<file path="src/rtl/weight_fetch_pkg.sv">
// Shared types and constants for the weight fetch engine.
// Holds the FSM state encoding and the output FIFO geometry.
package weight_fetch_pkg;

  typedef enum logic [1:0] {
    IDLE  = 2'd0,
    FETCH = 2'd1,
    DRAIN = 2'd2
  } state_t;

  localparam int FIFO_DEPTH = 4;
  localparam int FIFO_PTR_W = $clog2(FIFO_DEPTH);
  localparam int FIFO_CNT_W = $clog2(FIFO_DEPTH + 1);

endpackage

</file>
<file path="src/rtl/weight_fetch_if.sv">
// Valid/ready output stream carrying signed weight words plus an end-of-job flag.
// Master drives valid/data/last, slave drives ready.
interface weight_fetch_if #(
  parameter int DATA_WIDTH = 8
);
  logic                         m_valid;
  logic                         m_ready;
  logic signed [DATA_WIDTH-1:0] m_data;
  logic                         m_last;

  modport master (output m_valid, output m_data, output m_last, input m_ready);
  modport slave  (input m_valid, input m_data, input m_last, output m_ready);
endinterface

</file>
<file path="src/rtl/fetch_fifo.sv">
// Small output FIFO (FIFO_DEPTH entries); head is shown combinationally from storage.
// Caller guarantees no push when full and no pop when empty.
module fetch_fifo
  import weight_fetch_pkg::*;
#(
  parameter int WIDTH = 9
) (
  input  logic                  clk,
  input  logic                  rst_n,
  input  logic                  i_push,
  input  logic [WIDTH-1:0]      i_push_dat,
  input  logic                  i_pop,
  output logic [WIDTH-1:0]      o_head_dat,
  output logic                  o_vld,
  output logic [FIFO_CNT_W-1:0] o_cnt
);

  logic [WIDTH-1:0]      r_mem [FIFO_DEPTH];
  logic [FIFO_PTR_W-1:0] r_wr;
  logic [FIFO_PTR_W-1:0] r_rd;
  logic [FIFO_CNT_W-1:0] r_cnt;

  // Storage is cleared on reset so the head reads zero straight out of reset.
  always_ff @(posedge clk or negedge rst_n) begin
    if (!rst_n) begin
      for (int i = 0; i < FIFO_DEPTH; i++) r_mem[i] <= '0;
      r_wr  <= '0;
      r_rd  <= '0;
      r_cnt <= '0;
    end else begin
      if (i_push) begin
        r_mem[r_wr] <= i_push_dat;
        r_wr        <= FIFO_PTR_W'(r_wr + 1'b1);
      end
      if (i_pop) r_rd <= FIFO_PTR_W'(r_rd + 1'b1);
      r_cnt <= r_cnt + FIFO_CNT_W'(i_push) - FIFO_CNT_W'(i_pop);
    end
  end

  assign o_head_dat = r_mem[r_rd];
  assign o_vld      = (r_cnt != '0);
  assign o_cnt      = r_cnt;

endmodule

</file>
<file path="src/rtl/weight_fetch.sv">
// Streams a run of words from a 1-cycle synchronous ROM into a valid/ready output via a 4-entry FIFO.
// Optional WEIGHT_FETCH_STRIDE_EN adds a stride input; otherwise addresses step by one.
module weight_fetch
  import weight_fetch_pkg::*;
#(
  parameter int DATA_WIDTH = 8,
  parameter int ADDR_WIDTH = 10
) (
  input  logic                         clk,
  input  logic                         rst_n,
  input  logic                         start,
  input  logic [ADDR_WIDTH-1:0]        base_addr,
  input  logic [ADDR_WIDTH:0]          length,
`ifdef WEIGHT_FETCH_STRIDE_EN
  input  logic [ADDR_WIDTH-1:0]        stride,
`endif
  output logic [ADDR_WIDTH-1:0]        rom_addr,
  input  logic signed [DATA_WIDTH-1:0] rom_data,
  output logic                         busy,
  output logic                         done,
  weight_fetch_if.master               m_if
);

  localparam int OCC_W = FIFO_CNT_W + 1;

  state_t                  r_state;
  state_t                  w_state_nxt;
  logic [ADDR_WIDTH-1:0]   r_addr;
  logic [ADDR_WIDTH-1:0]   w_stride;
  logic [ADDR_WIDTH:0]     r_remain;
  logic [1:0]              r_ifl;
  logic [1:0]              r_ifl_last;
  logic                    r_done;
  logic                    w_issue;
  logic                    w_issue_last;
  logic                    w_zero_start;
  logic                    w_room;
  logic                    w_pop;
  logic                    w_last_hs;
  logic [OCC_W-1:0]        w_occ;
  logic [DATA_WIDTH:0]     w_head;
  logic                    w_fifo_vld;
  logic [FIFO_CNT_W-1:0]   w_cnt;

`ifdef WEIGHT_FETCH_STRIDE_EN
  logic [ADDR_WIDTH-1:0] r_stride;

  always_ff @(posedge clk or negedge rst_n) begin
    if (!rst_n)                         r_stride <= '0;
    else if (r_state == IDLE && w_issue) r_stride <= stride;
  end

  assign w_stride = r_stride;
`else
  assign w_stride = ADDR_WIDTH'(1);
`endif

  assign w_pop     = w_fifo_vld & m_if.m_ready;
  assign w_last_hs = w_pop & w_head[DATA_WIDTH];

  // Committed slots = queued words + words still in the ROM pipe; a pop this cycle frees one.
  assign w_occ  = OCC_W'(w_cnt) + OCC_W'(r_ifl[0]) + OCC_W'(r_ifl[1]) - OCC_W'(w_pop);
  assign w_room = (w_occ < OCC_W'(FIFO_DEPTH));

  always_ff @(posedge clk or negedge rst_n) begin
    if (!rst_n) r_state <= IDLE;
    else        r_state <= w_state_nxt;
  end

  // The first address goes out on the start edge so data reaches the FIFO two edges later.
  always_comb begin
    w_state_nxt  = r_state;
    w_issue      = 1'b0;
    w_issue_last = 1'b0;
    w_zero_start = 1'b0;
    case (r_state)
      IDLE: begin
        if (start) begin
          if (length == '0) begin
            w_zero_start = 1'b1;
          end else begin
            w_issue      = 1'b1;
            w_issue_last = (length == (ADDR_WIDTH+1)'(1));
            w_state_nxt  = w_issue_last ? DRAIN : FETCH;
          end
        end
      end
      FETCH: begin
        if (w_room) begin
          w_issue      = 1'b1;
          w_issue_last = (r_remain == (ADDR_WIDTH+1)'(1));
          if (w_issue_last) w_state_nxt = DRAIN;
        end
      end
      DRAIN: begin
        if (w_last_hs) w_state_nxt = IDLE;
      end
      default: w_state_nxt = IDLE;
    endcase
  end

  always_ff @(posedge clk or negedge rst_n) begin
    if (!rst_n) begin
      r_addr     <= '0;
      r_remain   <= '0;
      r_ifl      <= '0;
      r_ifl_last <= '0;
      r_done     <= 1'b0;
    end else begin
      if (w_issue) begin
        if (r_state == IDLE) begin
          r_addr   <= base_addr;
          r_remain <= length - (ADDR_WIDTH+1)'(1);
        end else begin
          r_addr   <= r_addr + w_stride;
          r_remain <= r_remain - (ADDR_WIDTH+1)'(1);
        end
      end
      r_ifl      <= {r_ifl[0], w_issue};
      r_ifl_last <= {r_ifl_last[0], w_issue_last};
      r_done     <= w_zero_start | w_last_hs;
    end
  end

  fetch_fifo #(
    .WIDTH (DATA_WIDTH + 1)
  ) u_fifo (
    .clk        (clk),
    .rst_n      (rst_n),
    .i_push     (r_ifl[1]),
    .i_push_dat ({r_ifl_last[1], rom_data}),
    .i_pop      (w_pop),
    .o_head_dat (w_head),
    .o_vld      (w_fifo_vld),
    .o_cnt      (w_cnt)
  );

  assign rom_addr     = r_addr;
  assign busy         = (r_state != IDLE);
  assign done         = r_done;
  assign m_if.m_valid = w_fifo_vld;
  assign m_if.m_data  = w_head[DATA_WIDTH-1:0];
  assign m_if.m_last  = w_head[DATA_WIDTH] & w_fifo_vld;

endmodule

</file>
<file path="src/flat_wrapper.sv">
// flat-port wrapper written by rule: the top's interface ports become plain ports
module weight_fetch_flat import weight_fetch_pkg::*;
#(
  parameter int DATA_WIDTH = 8,
  parameter int ADDR_WIDTH = 10
)
  (clk, rst_n, start, base_addr, length, rom_addr, rom_data, busy, done, m_if_m_valid, m_if_m_data, m_if_m_last, m_if_m_ready);
  weight_fetch_if #(.DATA_WIDTH(DATA_WIDTH)) m_if_i ();
  input  logic clk;
  input  logic rst_n;
  input  logic start;
  input  logic [ADDR_WIDTH-1:0] base_addr;
  input  logic [ADDR_WIDTH:0] length;
  output logic [ADDR_WIDTH-1:0] rom_addr;
  input  logic signed [DATA_WIDTH-1:0] rom_data;
  output logic busy;
  output logic done;
  output wire logic [$bits(m_if_i.m_valid)-1:0] m_if_m_valid;
  output wire logic [$bits(m_if_i.m_data)-1:0] m_if_m_data;
  output wire logic [$bits(m_if_i.m_last)-1:0] m_if_m_last;
  input wire logic [$bits(m_if_i.m_ready)-1:0] m_if_m_ready;
  assign m_if_m_valid = m_if_i.m_valid;
  assign m_if_m_data = m_if_i.m_data;
  assign m_if_m_last = m_if_i.m_last;
  assign m_if_i.m_ready = m_if_m_ready;
  weight_fetch #(.DATA_WIDTH(DATA_WIDTH), .ADDR_WIDTH(ADDR_WIDTH)) u_core (.clk(clk), .rst_n(rst_n), .start(start), .base_addr(base_addr), .length(length), .rom_addr(rom_addr), .rom_data(rom_data), .busy(busy), .done(done), .m_if(m_if_i));
endmodule
</file>
<file path="config.mk">
export PLATFORM = sky130hd
export DESIGN_NAME = weight_fetch_flat
export DESIGN_NICKNAME = d
export VERILOG_FILES = /design/src/rtl/weight_fetch_pkg.sv /design/src/rtl/weight_fetch_if.sv /design/src/rtl/fetch_fifo.sv /design/src/rtl/weight_fetch.sv /design/src/flat_wrapper.sv
export SDC_FILE = /design/constraint.sdc
export NUM_CORES = 1
export LEC_CHECK = 0
export CORE_MARGIN = 2
export CORE_UTILIZATION = 49
export CTS_CLUSTER_DIAMETER = 30
export DETAILED_ROUTE_END_ITERATION = 10
export MAX_ROUTING_LAYER = met4
export PLACE_DENSITY = 0.76
export SLEW_MARGIN = 20
export SYNTH_ARGS = -nofsm -noshare
export SYNTH_HDL_FRONTEND = slang
export SYNTH_SLANG_ARGS = --single-unit
export TNS_END_PERCENT = 100
</file>
<file path="constraint.sdc">
create_clock -name clk -period 3 [get_ports clk]
set_input_delay 0.45 -clock clk [delete_from_list [all_inputs] [get_ports clk]]
set_output_delay 0.45 -clock clk [all_outputs]
set_load 0.01 [all_outputs]
</file>
==> results.yml <==
run_status:
  run_status: "complete, no violations"
worst_hold_path:
  hold_class: "input port to async pin"
global_routing:
  track_usage_pct: 20.34
  grt_pass1_vias: 2788
  gr-total-overflow: 0
  antenna_found_initial: 0
  grt_max_degree: 40
  grt_pass1_wl_mm: 13.25
setup_path:
  path_common_cell: "nand2_1"
  path_buf_inv: 2
  crit_end: "u_core.r_remain[8]$_DFFE_PN0P_"
  cp_max_fo: 12
  path_depth: 12
  timing.rr.start: "u_core.u_fifo.o_cnt[2]$_DFF_PN0_"
  r2r_setup_slack_ns: 0.22
  worst-endpoint-arrival_ns: 3.06
  crit_type: "flop to flop"
  r2r_cells: 12
  cp_slowest_stage_delay_ns: 0.43
  crit_path_start: "u_core.u_fifo.o_cnt[2]$_DFF_PN0_"
  endpoint_kind: "flop"
  cpMaxStageDelayCell: "a2111o_1"
  critPathTopFamily: "compound AO/OA/AOI/OAI gates"
  startpoint_type: "flop"
  r2r_end: "u_core.r_remain[8]$_DFFE_PN0P_"
  cp_cell_sequence: "or3_4 -> nand2_1 -> buf_4 -> nand2_1 -> nand2_1 -> ha_1 -> a21o_1 -> a2111o_1 -> o211a_2 -> buf_12 -> a21oi_1 -> a2bb2oi_1"
  cp_data_required_time_ns: 3.28
logic_synthesis:
  yosysWarnings: 0
  synthTopCellsByArea: "dfrtp_1 (47%), mux2_2 (11%), mux4_2 (5.3%)"
  ys.flop_type: "dfrtp_1"
  synthArstFlopShare_pct: 100.0
  synth_area_mm2: 0.003796
  syn_inst: 344
  synth-edff-count: 0
  synth_top_area_cell: "dfrtp_1"
  yosysUniqueCellTypes: 56
  synth_top_area_share_pct: 46.80
  syn_nets: 391
  syn_avg_cell_area_um2: 11.04
  ys_seq_area_share_pct: 46.80
  synth_seq_cells: 71
power:
  ir_drop_v: 0.0004179
  p_sw_mw: 1.805
  p_sw_share_pct: 36.30
  p_int_mw: 3.168
  powerDensity_mw_per_mm2: 1048
  p_seq_share_pct: 35.8
  power_frac_comb_pct: 46.4
  p_leak_nw: 2.002
  power_frac_clock_pct: 17.7
sta:
  rsz0062_at_grt: "false"
  timing.fmax_mhz: 359.9
  hold_violations: 0
  slew_headroom_pct: 50.62
  period_minus_slack_ns: 2.778
  tns_ns: 0
  worstMarginPinSlew_ns: 0.7407
  setup_viol: 0
  hold-worst-slack_ns: 0.1555
  min_period_over_period_pct: 92.61
  fin_worst_skew_ns: 0.009725
  fin_ws_ns: 0.2216
  slew_viol_final: 0
routing:
  drt-initial-drc-count: 77
  drc: 0
  ant_nets: 0
  vias: 2864
  routed_via_density: 5.561
  wl_mm: 7.922
  routedWlPerCell_um: 15.38
  firstDrtPassIters: 4
place:
  port_buffers: 54
  hpwlAfterDp_mm: 5.755
  place_congestion: 0.8583
  place_inst: 499
  dp_slack_ns: 0.01319
finish:
  final_common_cell: "dfrtp_1"
  final_nets: 455
  mostFrequentLayoutCells: "dfrtp_1 (71), clkdlybuf4s50_1 (53), mux2_2 (37), a21oi_1 (29), nand2_1 (28)"
  final_core_util_pct: 62.37
  area_growth_syn_to_layout_pct: 24.98
  final_cells: 515
  diodes: 0
  drive_gt1_share_pct: 20.34
clock_tree:
  clkTransAtPathRegs_ns: 0.08
  clk_latency_ns: 0.36
  clk_path_buf_depth: 2
  numCtsBuffers: 9
  cts.sinks: 71
  root_buffer: "clkbuf_8"
  cts_max_level: 3
  cts_tree: "yes"
  postCtsHoldBufs: 0
die:
  die_h_um: 92.02
  dieArea_mm2: 0.008468
  io_pins: 55
  fp.coreArea_mm2: 0.007607
  die_x_um: 92.02
  rows: 32
  start_util_pct: 49.90
job:
  maxCapViolations: 0
==> sequential cells by signal, summed over array words and instances (netlist names) <==
signal,count
u_core.u_fifo.r_mem,36
u_core.rom_addr,10
u_core.done,1
u_core.r_remain,11
u_core.u_fifo.r_rd,2
u_core.r_ifl_last,2
u_core.r_state,2
u_core.r_ifl,2
u_core.u_fifo.r_wr,2
u_core.u_fifo.o_cnt,3
==> layer usage <==
layer	up-vias	track usage (%)	wire length, µm
met5	-	-	0
met4	0	6.716	139
met3	16	4.519	288
met2	68	33.33	3914
met1	1386	25.27	3579
li1	1394	-	-
==> through the flow <==
| stage | cell area, µm² | power, mW |
|---|---|---|
| after global placement | 4508 | 4.004 |
| after global routing | 4745 | 5.313 |
| final | 4745 | 4.973 |
| after CTS | 4738 | 4.998 |
| after floorplan | 3796 | 3.227 |
| after detailed placement | 4508 | 4.107 |
==> power by group through the flow <==
stage	clock network, mW	registers, mW	logic, mW
2_1_floorplan	0	1.67	1.55
3_3_place_gp	0	1.76	2.25
3_5_place_dp	0	1.79	2.32
4_1_cts	0.899	1.78	2.32
5_1_grt	0.935	1.84	2.54
6_report	0.880	1.78	2.31
==> area by class of cell <==
cell class / instances / area [µm²]
clock buffer: 10 / 137.6
clock inverter: 6 / 92.59
fill: 619 / 2863
inverter: 15 / 56.30
multi-input combinational: 245 / 1903
sequential: 71 / 1777
tap: 102 / 127.6
timing repair buffer: 66 / 650.6
==> kinds of logic after synthesis <==
kind of cell	share of synthesized area (%)
flops	46.80
mux	16.31
simple gates	13.32
compound gates	12.53
xor+xnor	2.999
fa+ha+maj	4.812
buf+inv	3.230
==> cell usage after synthesis (all sizes together) (2+ instances only) <==
| master | instances |
|---|---|
| o21ai | 16 |
| a311oi | 2 |
| ha | 13 |
| or3b | 2 |
| nor3b | 2 |
| and3 | 2 |
| dfrtp | 71 |
| buf | 6 |
| nor4 | 7 |
| o31ai | 2 |
| inv | 15 |
| xor2 | 8 |
| nor2 | 16 |
| a21oi | 29 |
| o22a | 2 |
| a2bb2oi | 2 |
| o22ai | 6 |
| xnor2 | 5 |
| nand3 | 8 |
| or2 | 2 |
| nand2b | 4 |
| o2bb2a | 2 |
| a2111o | 2 |
| or3 | 4 |
| and2 | 2 |
| mux4 | 9 |
| nand2 | 28 |
| nor3 | 13 |
| mux2 | 37 |
| a31oi | 2 |
| and4 | 2 |
| clkbuf | 7 |
==> what timing repair did <==
item	in CTS	in global routing
buffers inserted	0	0
setup endpoints to repair	0	3
gates resized for setup	0	2
==> worst min-delay path by stage <==
stage	from	to	slack, ns	cells past startpoint
after global placement	u_core.r_ifl_last[0]$_DFF_PN0_	u_core.r_ifl_last[1]$_DFF_PN0_	0.34	0
final	rst_n	u_core.u_fifo.r_mem[18]$_DFFE_PN0P_	0.16	1
after global routing	rst_n	u_core.u_fifo.r_mem[21]$_DFFE_PN0P_	0.20	1
after floorplan	rst_n	u_core.done$_DFF_PN0_	0.15	0
after CTS	rst_n	u_core.u_fifo.r_mem[13]$_DFFE_PN0P_	0.17	1
after detailed placement	u_core.r_ifl_last[0]$_DFF_PN0_	u_core.r_ifl_last[1]$_DFF_PN0_	0.34	0
(Power assumes the default switching activity.)
